$ cat src/rtl/sv_stream_classifier.sv
// Linear-kernel SV stream classifier: accumulates BIAS + sum(y*alpha*x_sv*x_test) over NUM_SV tuples.
// Optional SVC_ACC_SAT_EN makes every add/sub saturate instead of wrapping.
module sv_stream_classifier #(
  parameter int NUM_SV = 50,
  parameter int ACC_W  = 32,
  parameter logic signed [ACC_W-1:0] BIAS = '0
) (
  input  logic             clk,
  input  logic             reset,
  input  logic             start,
  input  logic [8:0]       x_test,
  input  logic             sv_valid,
  output logic             sv_ready,
  input  logic [8:0]       alpha_in,
  input  logic [8:0]       xsv_in,
  input  logic [1:0]       ysv_in,
  output logic             busy,
  output logic             done,
  output logic [1:0]       label,
  output logic [ACC_W-1:0] score,
  output logic [1:0]       dbg_state
);

  // sv_valid/sv_ready: a tuple is consumed on a rising edge where both are high;
  // sv_ready is high for the whole ACCUM state, and the source may stall freely.

  typedef enum logic [1:0] {
    S_IDLE  = 2'd0,
    S_ACCUM = 2'd1,
    S_DONE  = 2'd2
  } state_t;

  state_t                  state_q;
  logic [8:0]              x_test_q;
  logic [6:0]              count_q;
  logic signed [ACC_W-1:0] acc_q;
  logic signed [ACC_W-1:0] acc_d;
  logic signed [ACC_W-1:0] score_q;
  logic [1:0]              label_q;
  logic [1:0]              label_d;
  logic                    ready_q;
  logic                    busy_q;
  logic                    done_q;
  logic [17:0]             k;
  logic [26:0]             t;
  logic [ACC_W-1:0]        t_ext;
  logic                    accept;
  logic                    last;

  assign k      = xsv_in * x_test_q;
  assign t      = alpha_in * k;
  assign t_ext  = {{(ACC_W-27){1'b0}}, t};
  assign accept = sv_valid && ready_q;
  assign last   = (count_q == 7'(NUM_SV - 1));

`ifdef SVC_ACC_SAT_EN
  // One extra bit catches overflow; clamp to the nearest representable extreme.
  logic signed [ACC_W:0] wide;
  always_comb begin
    wide  = {acc_q[ACC_W-1], acc_q};
    acc_d = acc_q;
    case (ysv_in)
      2'b01:   wide = {acc_q[ACC_W-1], acc_q} + {1'b0, t_ext};
      2'b11:   wide = {acc_q[ACC_W-1], acc_q} - {1'b0, t_ext};
      default: wide = {acc_q[ACC_W-1], acc_q};
    endcase
    if (wide[ACC_W] != wide[ACC_W-1]) begin
      acc_d = wide[ACC_W] ? {1'b1, {(ACC_W-1){1'b0}}} : {1'b0, {(ACC_W-1){1'b1}}};
    end else begin
      acc_d = wide[ACC_W-1:0];
    end
  end
`else
  always_comb begin
    acc_d = acc_q;
    case (ysv_in)
      2'b01:   acc_d = acc_q + t_ext;
      2'b11:   acc_d = acc_q - t_ext;
      default: acc_d = acc_q;
    endcase
  end
`endif

  // Zero score counts as the positive class.
  assign label_d = acc_d[ACC_W-1] ? 2'b11 : 2'b01;

  always_ff @(posedge clk or posedge reset) begin
    if (reset) begin
      state_q  <= S_IDLE;
      x_test_q <= '0;
      count_q  <= '0;
      acc_q    <= '0;
      score_q  <= '0;
      label_q  <= '0;
      ready_q  <= 1'b0;
      busy_q   <= 1'b0;
      done_q   <= 1'b0;
    end else begin
      case (state_q)
        S_IDLE: begin
          done_q <= 1'b0;
          if (start) begin
            x_test_q <= x_test;
            acc_q    <= BIAS;
            count_q  <= '0;
            ready_q  <= 1'b1;
            busy_q   <= 1'b1;
            state_q  <= S_ACCUM;
          end
        end
        S_ACCUM: begin
          if (accept) begin
            acc_q   <= acc_d;
            count_q <= count_q + 7'd1;
            if (last) begin
              score_q <= acc_d;
              label_q <= label_d;
              done_q  <= 1'b1;
              ready_q <= 1'b0;
              busy_q  <= 1'b0;
              state_q <= S_DONE;
            end
          end
        end
        S_DONE: begin
          done_q  <= 1'b0;
          state_q <= S_IDLE;
        end
        default: begin
          ready_q <= 1'b0;
          busy_q  <= 1'b0;
          done_q  <= 1'b0;
          state_q <= S_IDLE;
        end
      endcase
    end
  end

  assign sv_ready  = ready_q;
  assign busy      = busy_q;
  assign done      = done_q;
  assign label     = label_q;
  assign score     = score_q;
  assign dbg_state = state_q;

endmodule

$ cat config.mk
export PLATFORM = sky130hd
export DESIGN_NAME = sv_stream_classifier
export DESIGN_NICKNAME = d
export VERILOG_FILES = /design/src/rtl/sv_stream_classifier.sv
export SDC_FILE = /design/constraint.sdc
export NUM_CORES = 1
export LEC_CHECK = 0
export BUFFER_PORTS_ARGS = -buffer_cell sky130_fd_sc_hd__buf_2
export CAP_MARGIN = 25
export CORE_MARGIN = 2
export CORE_UTILIZATION = 50
export DETAILED_ROUTE_END_ITERATION = 6
export PLACE_DENSITY = 0.63
export SYNTH_ARGS = -nofsm -noshare
export SYNTH_HDL_FRONTEND = slang
export SYNTH_SLANG_ARGS = --single-unit
$ cat constraint.sdc
create_clock -name clk -period 20.6 [get_ports clk]
set_input_delay 4.12 -clock clk [delete_from_list [all_inputs] [get_ports clk]]
set_output_delay 4.12 -clock clk [all_outputs]
set_load 0.03 [all_outputs]
# After elaboration in Yosys (flattened, before gate mapping)
# Cells that the tools add are included.
[op_classes]
mux = 19
n_bitwise = 1
eq_ne = 8
add_sub_neg = 3
mul = 2
reduce_logical = 9
[ops]
columns = ["op", "n"]
rows = [
  ["case mux 32 bit (2 select lines)", 2],
  ["2-to-1 mux 32 bit", 2],
  ["adder 32 x 27 -> 32 bit", 1],
  ["subtractor 32 x 27 -> 32 bit", 1],
  ["multiplier 9 x 18 -> 27 bit", 1],
  ["multiplier 9 x 9 -> 18 bit", 1],
  ["2-to-1 mux 7 bit", 2],
  ["case mux 7 bit (2 select lines)", 1],
  ["AND reduction 3 bit", 3],
  ["2-to-1 mux 2 bit", 4],
  ["adder 7 x 1 -> 7 bit (second input constant)", 1],
  ["== test 7 x 6 -> 1 bit (second input constant)", 1],
  ["2-to-1 mux 1 bit", 6],
  ["inequality test 2 bit (second input constant)", 3],
  ["== test 2 x 1 -> 1 bit (second input constant)", 2],
  ["== test 2 bit (second input constant)", 2],
  ["case mux 2 bit (2 select lines)", 1],
  ["AND reduction 2 bit", 2],
  ["AND reduction 4 bit", 1],
  ["case mux 1 bit (3 select lines)", 1],
  ["zero test 2 bit", 1],
  ["nonzero test 2 bit", 1],
  ["logical AND 1 bit", 1],
  ["NOT 1 bit", 1],
]
[totals]
inputBits = 33
out_inout_bits = 39
word_cells = 50
ff_bits = 86

# Longest topological paths before layout
# Gate-level depths: netlist (run 1).
[logic_depth]
depth_word = 6
ltp_mapped = 52
depth_no_buf = 50

# Least setup slack after synthesis (run 1)
# Ideal clock, no wire load.
[synth_timing]
kind = "input -> register"
start = "in xsv_in[6]"
end = "reg acc_q[31]"
setup_ns = 0.130
arrival_ns = 14.373
cell_stages = 46
required_time_ns = 20.470
setup_slack_ns = 6.097
path_buffers = 1
cell_sequence = "clkbuf_1 -> nand2_1 -> fa_1 -> inv_1 -> fa_1 -> inv_1 -> fa_1 -> fa_1 -> inv_1 -> ha_1 -> o21ai_0 -> a21boi_0 -> o21ai_1 -> a21boi_0 -> o21ai_0 -> a21boi_1 -> o21ai_0 -> nor2b_1 -> (+10 left out) -> a21o_1 -> or3b_2 -> o32ai_1 -> a21oi_1 -> xnor2_1 -> o221ai_1 -> nand3b_1 -> or3_4 -> nand2_2 -> xor2_2 -> ha_1 -> inv_1 -> nor2_1 -> a211oi_1 -> o21ai_0 -> xnor2_1 -> o211ai_2 -> o31ai_2"
[synth_between]
elab_chain_cells = 6
word_cells_on_any_way = 7
classes_between = "add/sub (2); mul (2); mux (3)"
[synth_rtl]
columns = ["element", "line", "source"]
rows = [
  ["from (decl)", "15", "input logic [8:0] xsv_in,"],
  ["multiplier 9 x 9 -> 18 bit *", "50", "assign k = xsv_in * x_test_q;"],
  ["multiplier 9 x 18 -> 27 bit *", "51", "assign t = alpha_in * k;"],
  ["subtractor 32 x 27 -> 32 bit / adder 32 x 27 -> 32 bit (equally long branches)", "78, 77", ""],
  ["case mux 32 bit (2 select lines) *", "76", "case (ysv_in)"],
  ["2-to-1 mux 32 bit *", "112", "if (accept) begin"],
  ["case mux 32 bit (2 select lines) *", "99", "case (state_q)"],
  ["to (signal assigned)", "92", "acc_q <= '0;"],
  ["to (signal assigned)", "104", "acc_q <= BIAS;"],
  ["to (signal assigned)", "113", "acc_q <= acc_d;"],
  ["to (decl)", "36", "logic signed [ACC_W-1:0] acc_q;"],
]
# Mark *: on every way between the ends. The rest lies on a longest branch, timed or not. The select of a mux whose other input is x is not followed.
# A chain may end at the register's enable or synchronous reset.

# Worst setup path after layout (run 1)
[layout_timing]
start = "in xsv_in[5]"
end = "reg score_q[28] (netlist: score[28])"
[layout_between]
elab_chain_cells = 4
word_cells_on_any_way = 5
classes_between = "add/sub (2); mul (2); mux (1)"
[layout_rtl]
columns = ["element", "line", "source"]
rows = [
  ["multiplier 9 x 9 -> 18 bit *", "50", ""],
  ["multiplier 9 x 18 -> 27 bit *", "51", ""],
  ["subtractor 32 x 27 -> 32 bit / adder 32 x 27 -> 32 bit (equally long branches)", "78, 77", ""],
  ["case mux 32 bit (2 select lines) *", "76", ""],
  ["to (signal assigned)", "93", "score_q <= '0;"],
  ["to (signal assigned)", "116", "score_q <= acc_d;"],
  ["to (decl)", "38", "logic signed [ACC_W-1:0] score_q;"],
]
# Mark *: on every way between the ends. The rest lies on a longest branch, timed or not.

==> results of run 1 <==
-- worst max path at each step --
stage | startpoint | endpoint | slack, ns | cells after the start
2_1_floorplan | xsv_in[6] | acc_q[31] | 6.10 | 46
6_report | xsv_in[5] | score[28] | 4.87 | 47
5_1_grt | xsv_in[5] | score[28] | 3.96 | 47
4_1_cts | xsv_in[5] | score[28] | 4.90 | 47
3_3_place_gp | xsv_in[5] | score[28] | 4.66 | 47
3_5_place_dp | xsv_in[5] | score[28] | 4.62 | 47
-- placed cells by master (no fill, tap or decap), types with 6 or more instances in the layout --
cell type / n
nand2_1: 249
inv_1: 226
fa_1: 164
ha_1: 119
and2_1: 113
dfrtp_1: 85
o21ai_0: 75
buf_2: 71
nor2_1: 63
a21oi_1: 62
xnor2_1: 41
xor2_1: 41
nand3_1: 32
a21o_1: 24
mux2i_1: 20
nand2b_1: 18
nor2b_1: 17
nor3_1: 15
o21ai_1: 15
and3_1: 14
a211oi_1: 11
a31oi_1: 11
clkbuf_16: 9
nand4_1: 8
or2_2: 7
or3_1: 7
o21a_1: 6
a22o_1: 6
-- area by class of cell --
type / instances / area [sq um]
Fill cell: 2449 / 11900
Multi-Input combinational cell: 1207 / 10100
Sequential cell: 85 / 2130
Inverter: 228 / 857
Tap cell: 335 / 419
Timing Repair Buffer: 76 / 393
Clock buffer: 10 / 239
Clock inverter: 6 / 77.6
-- metrics by stage --
stage | total power [mW] | hold WS (ns) | cells
3_3_place_gp | 0.189 | 0.449 | 1931
2_1_floorplan | 0.179 | 0.470 | 1574
6_report | 0.359 | 0.476 | 1947
5_1_grt | 0.372 | 0.497 | 1947
4_1_cts | 0.363 | 0.481 | 1947
3_5_place_dp | 0.190 | 0.456 | 1931
-- logic make-up after synthesis --
logic type	count (synthesis)	synth area share (%)
compound gates	258	12.3
xor+xnor	83	5.53
fa+ha+maj	283	35.9
buf+inv	282	8.04
flops	85	16.0
mux	21	1.59
simple gates	562	20.6
-- critical path, delay by kind of cell --
family | cells | cell delay [ns]
adders and majority gates | 11 | 4.91
AOI/OAI and AO/OA | 14 | 3.14
and+or+nand+nor | 10 | 1.91
xor gates and xnor gates | 4 | 1.29
buffers and inverters | 8 | 0.61
-- where the power goes --
part	switching [mW]	internal (mW)
Combinational	0.0153	0.00413
Clock	0.0733	0.0997
Sequential	0	0.167
Total	0.0885	0.271
-- flip-flops by register name, summed over array words and instances (netlist names) --
signal / count
acc_q: 32
score: 32
x_test_q: 9
count_q: 7
dbg_state: 2
busy: 1
done: 1
label: 1
-- routing by layer --
metal  global-route usage [%]  up-vias  routed length, um
met5                        0        -                  0
met4                     4.05        0                460
met3                     2.47       32                883
met2                     38.5      179              14800
met1                     32.0     5145              14400
li1                         -     5148                  -
==> metrics.md, run 1 <==
| Metric | Value |
|---|---|
| Outcome | finished clean |
| Initial antenna violation count | 0 |
| Fin util | 54.5% |
| Synthesized Nets | 1890 |
| Initial drt markers | 545 |
| Pin count of the biggest net entering global routing | 72 |
| Final min period | 15.73 ns |
| Commonest cells in the netlist | nand2_1, inv_1, fa_1 |
| R2r endpoint | score[28] |
| Final hold violations | 0 |
| Via density | 5.39 |
| CP max FO | 11 |
| RePlAce Congestion | 0.861 |
| Critical path capture point type | flop |
| Post-Syn Area per Cell | 8.44 sq um |
| Crit path max-delay cell type | xor2_1 |
| Maximum vdd drop | 0.0384 mV |
| Cell area after placement | 13900 sq um |
| Ratio of cells with drive above 1 in the final layout | 7.26% |
| Hold-critical path depth | 2 |
| Area leader, netlist | fa_1 |
| WS Path Type | input port to flop |
| Top-area cell type share of the netlist area | 24.7% |
| DR pass1 iterations | 5 |
| First-pass GRT wire length | 52.8 mm |
| Port bufs | 71 |
| Sequential element share of the synthesized area | 16.0% |
| Clock skew | 0.0109 ns |
| Buffer levels on the longest clock path | 2 |
| Reg clk slew, reported paths | 0.07 ns |
| Worst flop-to-flop path startpoint | x_test_q[0] |
| Die Footprint | 27900 sq um |
| Synthesized flop and latch total | 85 |
| Max-cap check violation count | 0 |
| Startpoint class of the critical path | input port |
| Antenna-violating nets left | 0 |
| Unrepaired setup endpoints after global routing | false |
| Vias in the first global route | 10.7k |
| Antenna diodes | 0 |
| DRC Markers | 0 |
| Hold path endpoint | score[22] |
| Post-CTS Setup Bufs | 0 |
| Routed len/inst | 15.7 um |
| Layout area overhead | 6.91% |
| IO Pins | 72 |
| Final setup fails | 0 |
| Crit path required time | 20.87 ns |
| H-tree depth | 3 |
| Synth cell types | 73 |
| Clock sinks | 85 |
| Dpl hpwl | 24.5 mm |
| Max_slew headroom | 33.5% |
| Post-synth top flop | dfrtp_1 |
| Fin crit share | 76.3% |
| Chip height | 167 um |
| Synth Warn # | 0 |
| Pwr per Cell Area | 25.3 nW/um^2 |
| Reg2reg path depth | 46 |
| Slew @ Worst Pin | 0.990 ns |
| GRT Util Overall | 22.7% |
| Root Buffer | clkbuf_16 |
| Hold Crit Class | flop to flop |
| Worst setup margin | 4.87 ns |
| Synthesized area | 13300 sq um |
| Arrival @ worst endpoint | 16.00 ns |
| # resized after CTS | 0 |
| Grt ovf | 0 |
| Max-slew violations | 0 |
| Fmax | 63.6 MHz |
| Hold buffer count at CTS | 0 |
| Row cnt | 59 |
| Dpl ws | 4.62 ns |
| TritonCTS Buffers | 9 |
| Clk_lat worst skew | 0.34 ns |
| Post-Route WL | 30.5 mm |
| Number of flops mapped to enable cells by yosys | 0 |
| Leak | 7.55 nW |
| Hold path startpoint | score[22] |
| Post-synth ARST share | 100% |
| Final setup TNS | 0 ns |
| Mapped Cells | 1574 |
| CORE AREA | 26100 sq um |
| Ranking of synthesized cells by area | fa_1, dfrtp_1, ha_1 |
| Via count | 10.5k |
| Max incr delay on CP | 0.67 ns |
| CTS tree | built |
| Starting density of the core | 51.0% |
| Most numerous cell in the Yosys netlist | nand2_1 |
| Die width | 167 um |
| Fin nets | 1923 |
| Fin area | 14200 sq um |
| R2r setup slk | 8.05 ns |
(Power assumes the default switching activity.)
==> run 2, diff against run 1 <==
--- a/config.mk
+++ b/config.mk
@@ -5,6 +5,7 @@
 export SDC_FILE = /design/constraint.sdc
 export NUM_CORES = 1
 export LEC_CHECK = 0
+export ABC_AREA = 1
 export BUFFER_PORTS_ARGS = -buffer_cell sky130_fd_sc_hd__buf_2
 export CAP_MARGIN = 25
 export CORE_MARGIN = 2
==> constraint.sdc (replaced) <==
create_clock -name clk -period 14.5 [get_ports clk]
set_input_delay 2.9 -clock clk [delete_from_list [all_inputs] [get_ports clk]]
set_output_delay 2.9 -clock clk [all_outputs]
set_load 0.03 [all_outputs]
==> metrics.md, run 2 <==
| Metric | Value |
|---|---|
| Outcome | finished clean |
| Initial drt markers | 613 (+12%) |
| Worst flop-to-flop path startpoint | x_test_q[0] |
| Commonest non-fill, non-tap cell in the layout | nand2_1 |
| Initial antenna violation count | 0 (unchanged) |
| RePlAce Congestion | 0.863 (+0.29%) |
| Ranking of synthesized cells by area | fa_1, nand2_1, dfrtp_1 |
| Starting density of the core | 51.1% (+0.17 points) |
| Most frequent cells in the layout | nand2_1, inv_1, fa_1 |
| Startpoint class of the critical path | input port |
| Reg2reg path depth | 52 (+13%) |
| Max-cap check violation count | 0 (unchanged) |
| Clock sinks | 85 (unchanged) |
| Max-slew violations | 0 (unchanged) |
| Dpl ws | 1.20 ns (-3.42 ns) |
| Switching pwr | 0.131 mW (+48%) |
| R2r endpoint | acc_q[27] |
| Comb power frac | 5.9% (+0.5 points) |
| GRT Util Overall | 24.6% (+1.9 points) |
| Unrepaired setup endpoints after global routing | false |
| Pwr per Cell Area | 34.7 nW/um^2 (+37%) |
| Sequential element share of the synthesized area | 14.9% (-1.1 points) |
| Post-CTS Setup Bufs | 0 (unchanged) |
| Power Internal | 0.397 mW (+47%) |
| Non-Filler Instances | 2481 (+27%) |
| Post-synth ARST share | 100% (unchanged) |
| Die Footprint | 29900 sq um (+7.4%) |
| Top-area cell type share of the netlist area | 23.0% (-1.7 points) |
| Max incr delay on CP | 0.56 ns (-0.11 ns) |
| Fin crit share | 89.3% |
| Mapped Cells | 2072 (+32%) |
| Slew @ Worst Pin | 0.851 ns (-0.138 ns) |
| Post-Syn Area per Cell | 6.89 sq um (-18%) |
| DR pass1 iterations | 5 (unchanged) |
| CTS tree | built |
| Crit path required time | 14.70 ns (-6.17 ns) |
| Layout area overhead | 6.51% |
| R2r setup slk | 3.56 ns (-4.49 ns) |
| Ratio of cells with drive above 1 in the final layout | 7.94% (+0.68 points) |
| Clock skew | 0.0104 ns (-0.000519 ns) |
| TritonCTS Buffers | 9 (unchanged) |
| Area leader, netlist | fa_1 |
| Arrival @ worst endpoint | 13.14 ns (-2.86 ns) |
| Worst setup margin | 1.56 ns (-3.32 ns) |
| Reg clk slew, reported paths | 0.06 ns (about the same) |
| Synthesized area | 14300 sq um (+7.6%) |
| Most numerous cell in the Yosys netlist | nand2_1 |
| Clock power frac | 49.2% (+1.0 points) |
| Fmax | 77.3 MHz |
| Reg power frac | 44.9% (-1.5 points) |
| Final setup TNS | 0 ns (unchanged) |
| Dpl hpwl | 29.4 mm (+20%) |
| Via count | 12.5k (+19%) |
| Sw Ratio | 24.8% (+0.19 points) |
| End point of the critical path | acc_q[27] |
| CP max FO | 9 (-2) |
| Crit path max-delay cell type | fa_1 |
| Pin count of the biggest net entering global routing | 65 (-9.7%) |
| Root Buffer | clkbuf_16 |
| Hold buffer count at CTS | 0 (unchanged) |
| Port bufs | 71 (unchanged) |
| Synthesized Nets | 2388 (+26%) |
| Synth Warn # | 0 (unchanged) |
| Fin nets | 2414 (+26%) |
| Synthesized flop and latch total | 85 (unchanged) |
| Crit path launch | xsv_in[7] |
| Commonest cells in the netlist | nand2_1, inv_1, fa_1 |
| Final setup fails | 0 (unchanged) |
| Post-synth top flop | dfrtp_1 |
| Antenna diodes | 0 (unchanged) |
| Hold path startpoint | label[0] |
| Final hold violations | 0 (unchanged) |
| Via density | 5.02 (-6.9%) |
| CORE AREA | 27900 sq um (+7.2%) |
| Clk_lat worst skew | 0.36 ns (+0.02 ns) |
| Max_slew headroom | 42.8% (+9.3 points) |
| Antenna-violating nets left | 0 (unchanged) |
| Die width | 173 um (+3.6%) |
| Row cnt | 61 (+3.4%) |
| Chip height | 173 um (+3.6%) |
| Post-Route WL | 34.8 mm (+14%) |
| Maximum vdd drop | 0.0615 mV (+60%) |
| Synth cell types | 43 (-41%) |
| Hold Crit Class | flop to flop |
| Vias in the first global route | 12.8k (+19%) |
| Critical path capture point type | flop |
| WS Path Type | input port to flop |
| H-tree depth | 3 (unchanged) |
| # placed instances | 2465 (+28%) |
| Buffer levels on the longest clock path | 2 (unchanged) |
| # resized after CTS | 0 (unchanged) |
| Grt ovf | 0 (unchanged) |
| Number of flops mapped to enable cells by yosys | 0 (unchanged) |
| First-pass GRT wire length | 61.0 mm (+16%) |
| IO Pins | 72 (unchanged) |
| Final min period | 12.94 ns |
| Routed len/inst | 14.0 um (-11%) |
| Leak | 9.05 nW (+20%) |
| DRC Markers | 0 (unchanged) |
run 2: through the flow:
stage          total power, mW  hold slack [ns]  area [sq um]  util (%)
2_1_floorplan            0.261            0.471         14300         -
3_3_place_gp             0.272            0.449         14900      53.3
3_5_place_dp             0.273            0.457         14900      53.3
4_1_cts                  0.535            0.472         15200      54.5
5_1_grt                  0.548            0.483         15200      54.5
6_report                 0.528            0.461         15200      54.5
run 2: worst min path at each step:
stage	slack (ns)	end	cells after the start
global placement	0.45	label[0]	1
CTS	0.47	label[0]	1
global route	0.48	label[0]	1
detailed placement	0.46	label[0]	1
finish	0.46	label[0]	1
floorplan	0.47	acc_q[31]	2
run 2: cell type report:
type / instances / area (sq um)
multi-input cells: 1443 / 10100
clock buffers: 9 / 225
inverters: 483 / 1810
clock inverters: 7 / 105
fillers: 2832 / 12700
flip-flops and latches: 85 / 2130
repair buffers: 76 / 393
well taps: 378 / 473
run 2: critical path, delay by kind of cell:
kind                     cells  cell delay (ns)
AND/OR/NAND/NOR             22             2.69
XOR/XNOR                     1             0.13
adder cells (fa/ha/maj)     11             5.05
buffers and inverters       11             0.73
AO/OA/AOI/OAI                8             1.57
run 2: kinds of logic after synthesis:
family	Yosys count	share of synthesized area (%)
xor gates and xnor gates	33	2.13
adders and majority gates	283	33.4
DFF	85	14.9
AOI/OAI and AO/OA	231	8.59
buffers and inverters	544	14.6
and+or+nand+nor	896	26.4
run 2: power groups by stage:
| stage | Combinational [mW] | Clock (mW) | Sequential [mW] |
|---|---|---|---|
| global route | 0.0343 | 0.276 | 0.237 |
| finish | 0.0309 | 0.260 | 0.237 |
| global placement | 0.0308 | 0 | 0.242 |
| detailed placement | 0.0311 | 0 | 0.242 |
| floorplan | 0.0196 | 0 | 0.242 |
| CTS | 0.0312 | 0.267 | 0.237 |
run 2: layer usage:
layer | track usage [%] | share of wire [%]
met1 | 32.4 | 46
met3 | 2.44 | 3.5
met4 | 7.63 | 2.2
met2 | 43.0 | 48
met5 | 0 | 0
==> run 3, diff against run 2 <==
--- a/config.mk
+++ b/config.mk
@@ -12,6 +12,7 @@
 export CORE_UTILIZATION = 50
 export DETAILED_ROUTE_END_ITERATION = 6
 export PLACE_DENSITY = 0.63
+export RECOVER_POWER = 100
 export SYNTH_ARGS = -nofsm -noshare
 export SYNTH_HDL_FRONTEND = slang
 export SYNTH_SLANG_ARGS = --single-unit
==> metrics.md, run 3 (synthesis results as in run 2) <==
| Metric | Value |
|---|---|
| Initial antenna violation count | 0 (unchanged) |
| Pwr per Cell Area | 35.0 nW/um^2 (+0.74%) |
| Max incr delay on CP | 0.53 ns (-0.03 ns) |
| Maximum vdd drop | 0.0618 mV (+0.41%) |
| Via density | 5.02 (about the same) |
| Initial drt markers | 633 (+3.3%) |
| TritonCTS Buffers | 9 (unchanged) |
| DR pass1 iterations | 5 (unchanged) |
| Post-Route WL | 34.8 mm (+0.11%) |
| First-pass GRT wire length | 61.0 mm (unchanged) |
| Hold Crit Class | flop to flop |
| Clock sinks | 85 (unchanged) |
| Max-cap check violation count | 2 (+2) |
| WS Path Type | input port to flop |
| Most frequent cells in the layout | nand2_1, inv_1, fa_1 |
| Leak | 8.86 nW (-2.1%) |
| Hold buffer count at CTS | 0 (unchanged) |
| Chip height | 173 um (unchanged) |
| Final hold violations | 0 (unchanged) |
| # resized after CTS | 0 (unchanged) |
| Post-CTS Setup Bufs | 0 (unchanged) |
| Startpoint class of the critical path | input port |
| Arrival @ worst endpoint | 13.35 ns (+0.21 ns) |
| Crit path max-delay cell type | fa_1 |
| Fin crit share | 90.2% (+0.96 points) |
| Buffer levels on the longest clock path | 2 (unchanged) |
| Port bufs | 71 (unchanged) |
| Min Hold Slack | 0.465 ns (+0.00443 ns) |
| H-tree depth | 3 (unchanged) |
| Commonest non-fill, non-tap cell in the layout | nand2_1 |
| Pin count of the biggest net entering global routing | 65 (unchanged) |
| Pwr Total | 0.529 mW (+0.14%) |
| Clock skew | 0.00976 ns (-0.000601 ns) |
| Layout area overhead | 5.87% |
| Family with the most delay on the worst path | adder cells |
| IO Pins | 72 (unchanged) |
| Buffer and inverter count on the worst path | 11 (unchanged) |
| Via count | 12.5k (+0.024%) |
| Fmax | 76.4 MHz (-1.1%) |
| Routed len/inst | 14.0 um (+0.11%) |
| DRC Markers | 0 (unchanged) |
| Clk_lat worst skew | 0.36 ns (about the same) |
| Final setup fails | 0 (unchanged) |
| CP max FO | 9 (unchanged) |
| Die Footprint | 29900 sq um (unchanged) |
| Root Buffer | clkbuf_16 |
| Max_slew headroom | -134% (-180 points) |
| CORE AREA | 27900 sq um (unchanged) |
| Unrepaired setup endpoints after global routing | false |
| GRT Util Overall | 24.6% (unchanged) |
| Antenna-violating nets left | 0 (unchanged) |
| Dpl hpwl | 29.4 mm (unchanged) |
| Max-slew violations | 97 (+97) |
| Slew @ Worst Pin | 3.51 ns (+2.66 ns) |
| Antenna diodes | 0 (unchanged) |
| RePlAce Congestion | 0.863 (unchanged) |
| Final setup TNS | 0 ns (unchanged) |
| Final min period | 13.08 ns (+0.139 ns) |
| Row cnt | 61 (unchanged) |
| Failing checks | capacitance limit, slew limit |
| Fin nets | 2414 (unchanged) |
| CTS tree | built |
| Outcome | complete, but fails checks |
| Critical path capture point type | flop |
| Grt ovf | 0 (unchanged) |
| Crit path required time | 14.77 ns (+0.07 ns) |
| Reg clk slew, reported paths | 0.07 ns (about the same) |
| Die width | 173 um (unchanged) |
| Ratio of cells with drive above 1 in the final layout | 5.33% (-2.6 points) |
| Vias in the first global route | 12.8k (unchanged) |
| Starting density of the core | 51.1% (unchanged) |
## run 3: final cells by class
cell class	instances	area (sq um)
clock buffers	9	225
clock inverters	7	105
inverters	483	1810
well taps	378	473
fillers	2865	12800
flip-flops and latches	85	2130
multi-input cells	1443	10000
repair buffers	76	334
## run 3: path summary, 6_finish.rpt
| path | slack, ns | start | end | cells past startpoint |
|---|---|---|---|---|
| worst min-delay path | 0.47 | label[0] | label[0] | 1 |
| worst max register to register | 3.58 | x_test_q[0] | acc_q[30] | 53 |
| worst min register to register | 0.47 | label[0] | label[0] | 1 |
| min in group asynchronous | 2.70 | reset | x_test_q[6] | 2 |
| worst max-delay path | 1.42 | xsv_in[0] | acc_q[30] | 54 |
| max in group asynchronous | 8.00 | reset | acc_q[26] | 3 |
## run 3: report_power, final
group	internal, mW	switching (mW)
clock	0.154	0.107
combinational	0.00580	0.0247
sequential	0.237	0
total	0.397	0.132
## run 3: per-stage QoR
step,instance area (sq um),utilization (%),setup WS [ns],cells
floorplan,14300,-,2.39,2072
global placement,14900,53.3,1.28,2465
detailed placement,14900,53.3,1.20,2465
CTS,15200,54.5,1.56,2481
global route,15100,54.1,0.312,2481
finish,15100,54.1,1.42,2481
## run 3: layer usage
layer,up-vias,share of wire [%],track usage (%)
met3,57,3.8,2.44
met5,-,0,0
li1,6288,-,-
met2,260,48,43.0
met4,0,2.4,7.63
met1,5861,46,32.4
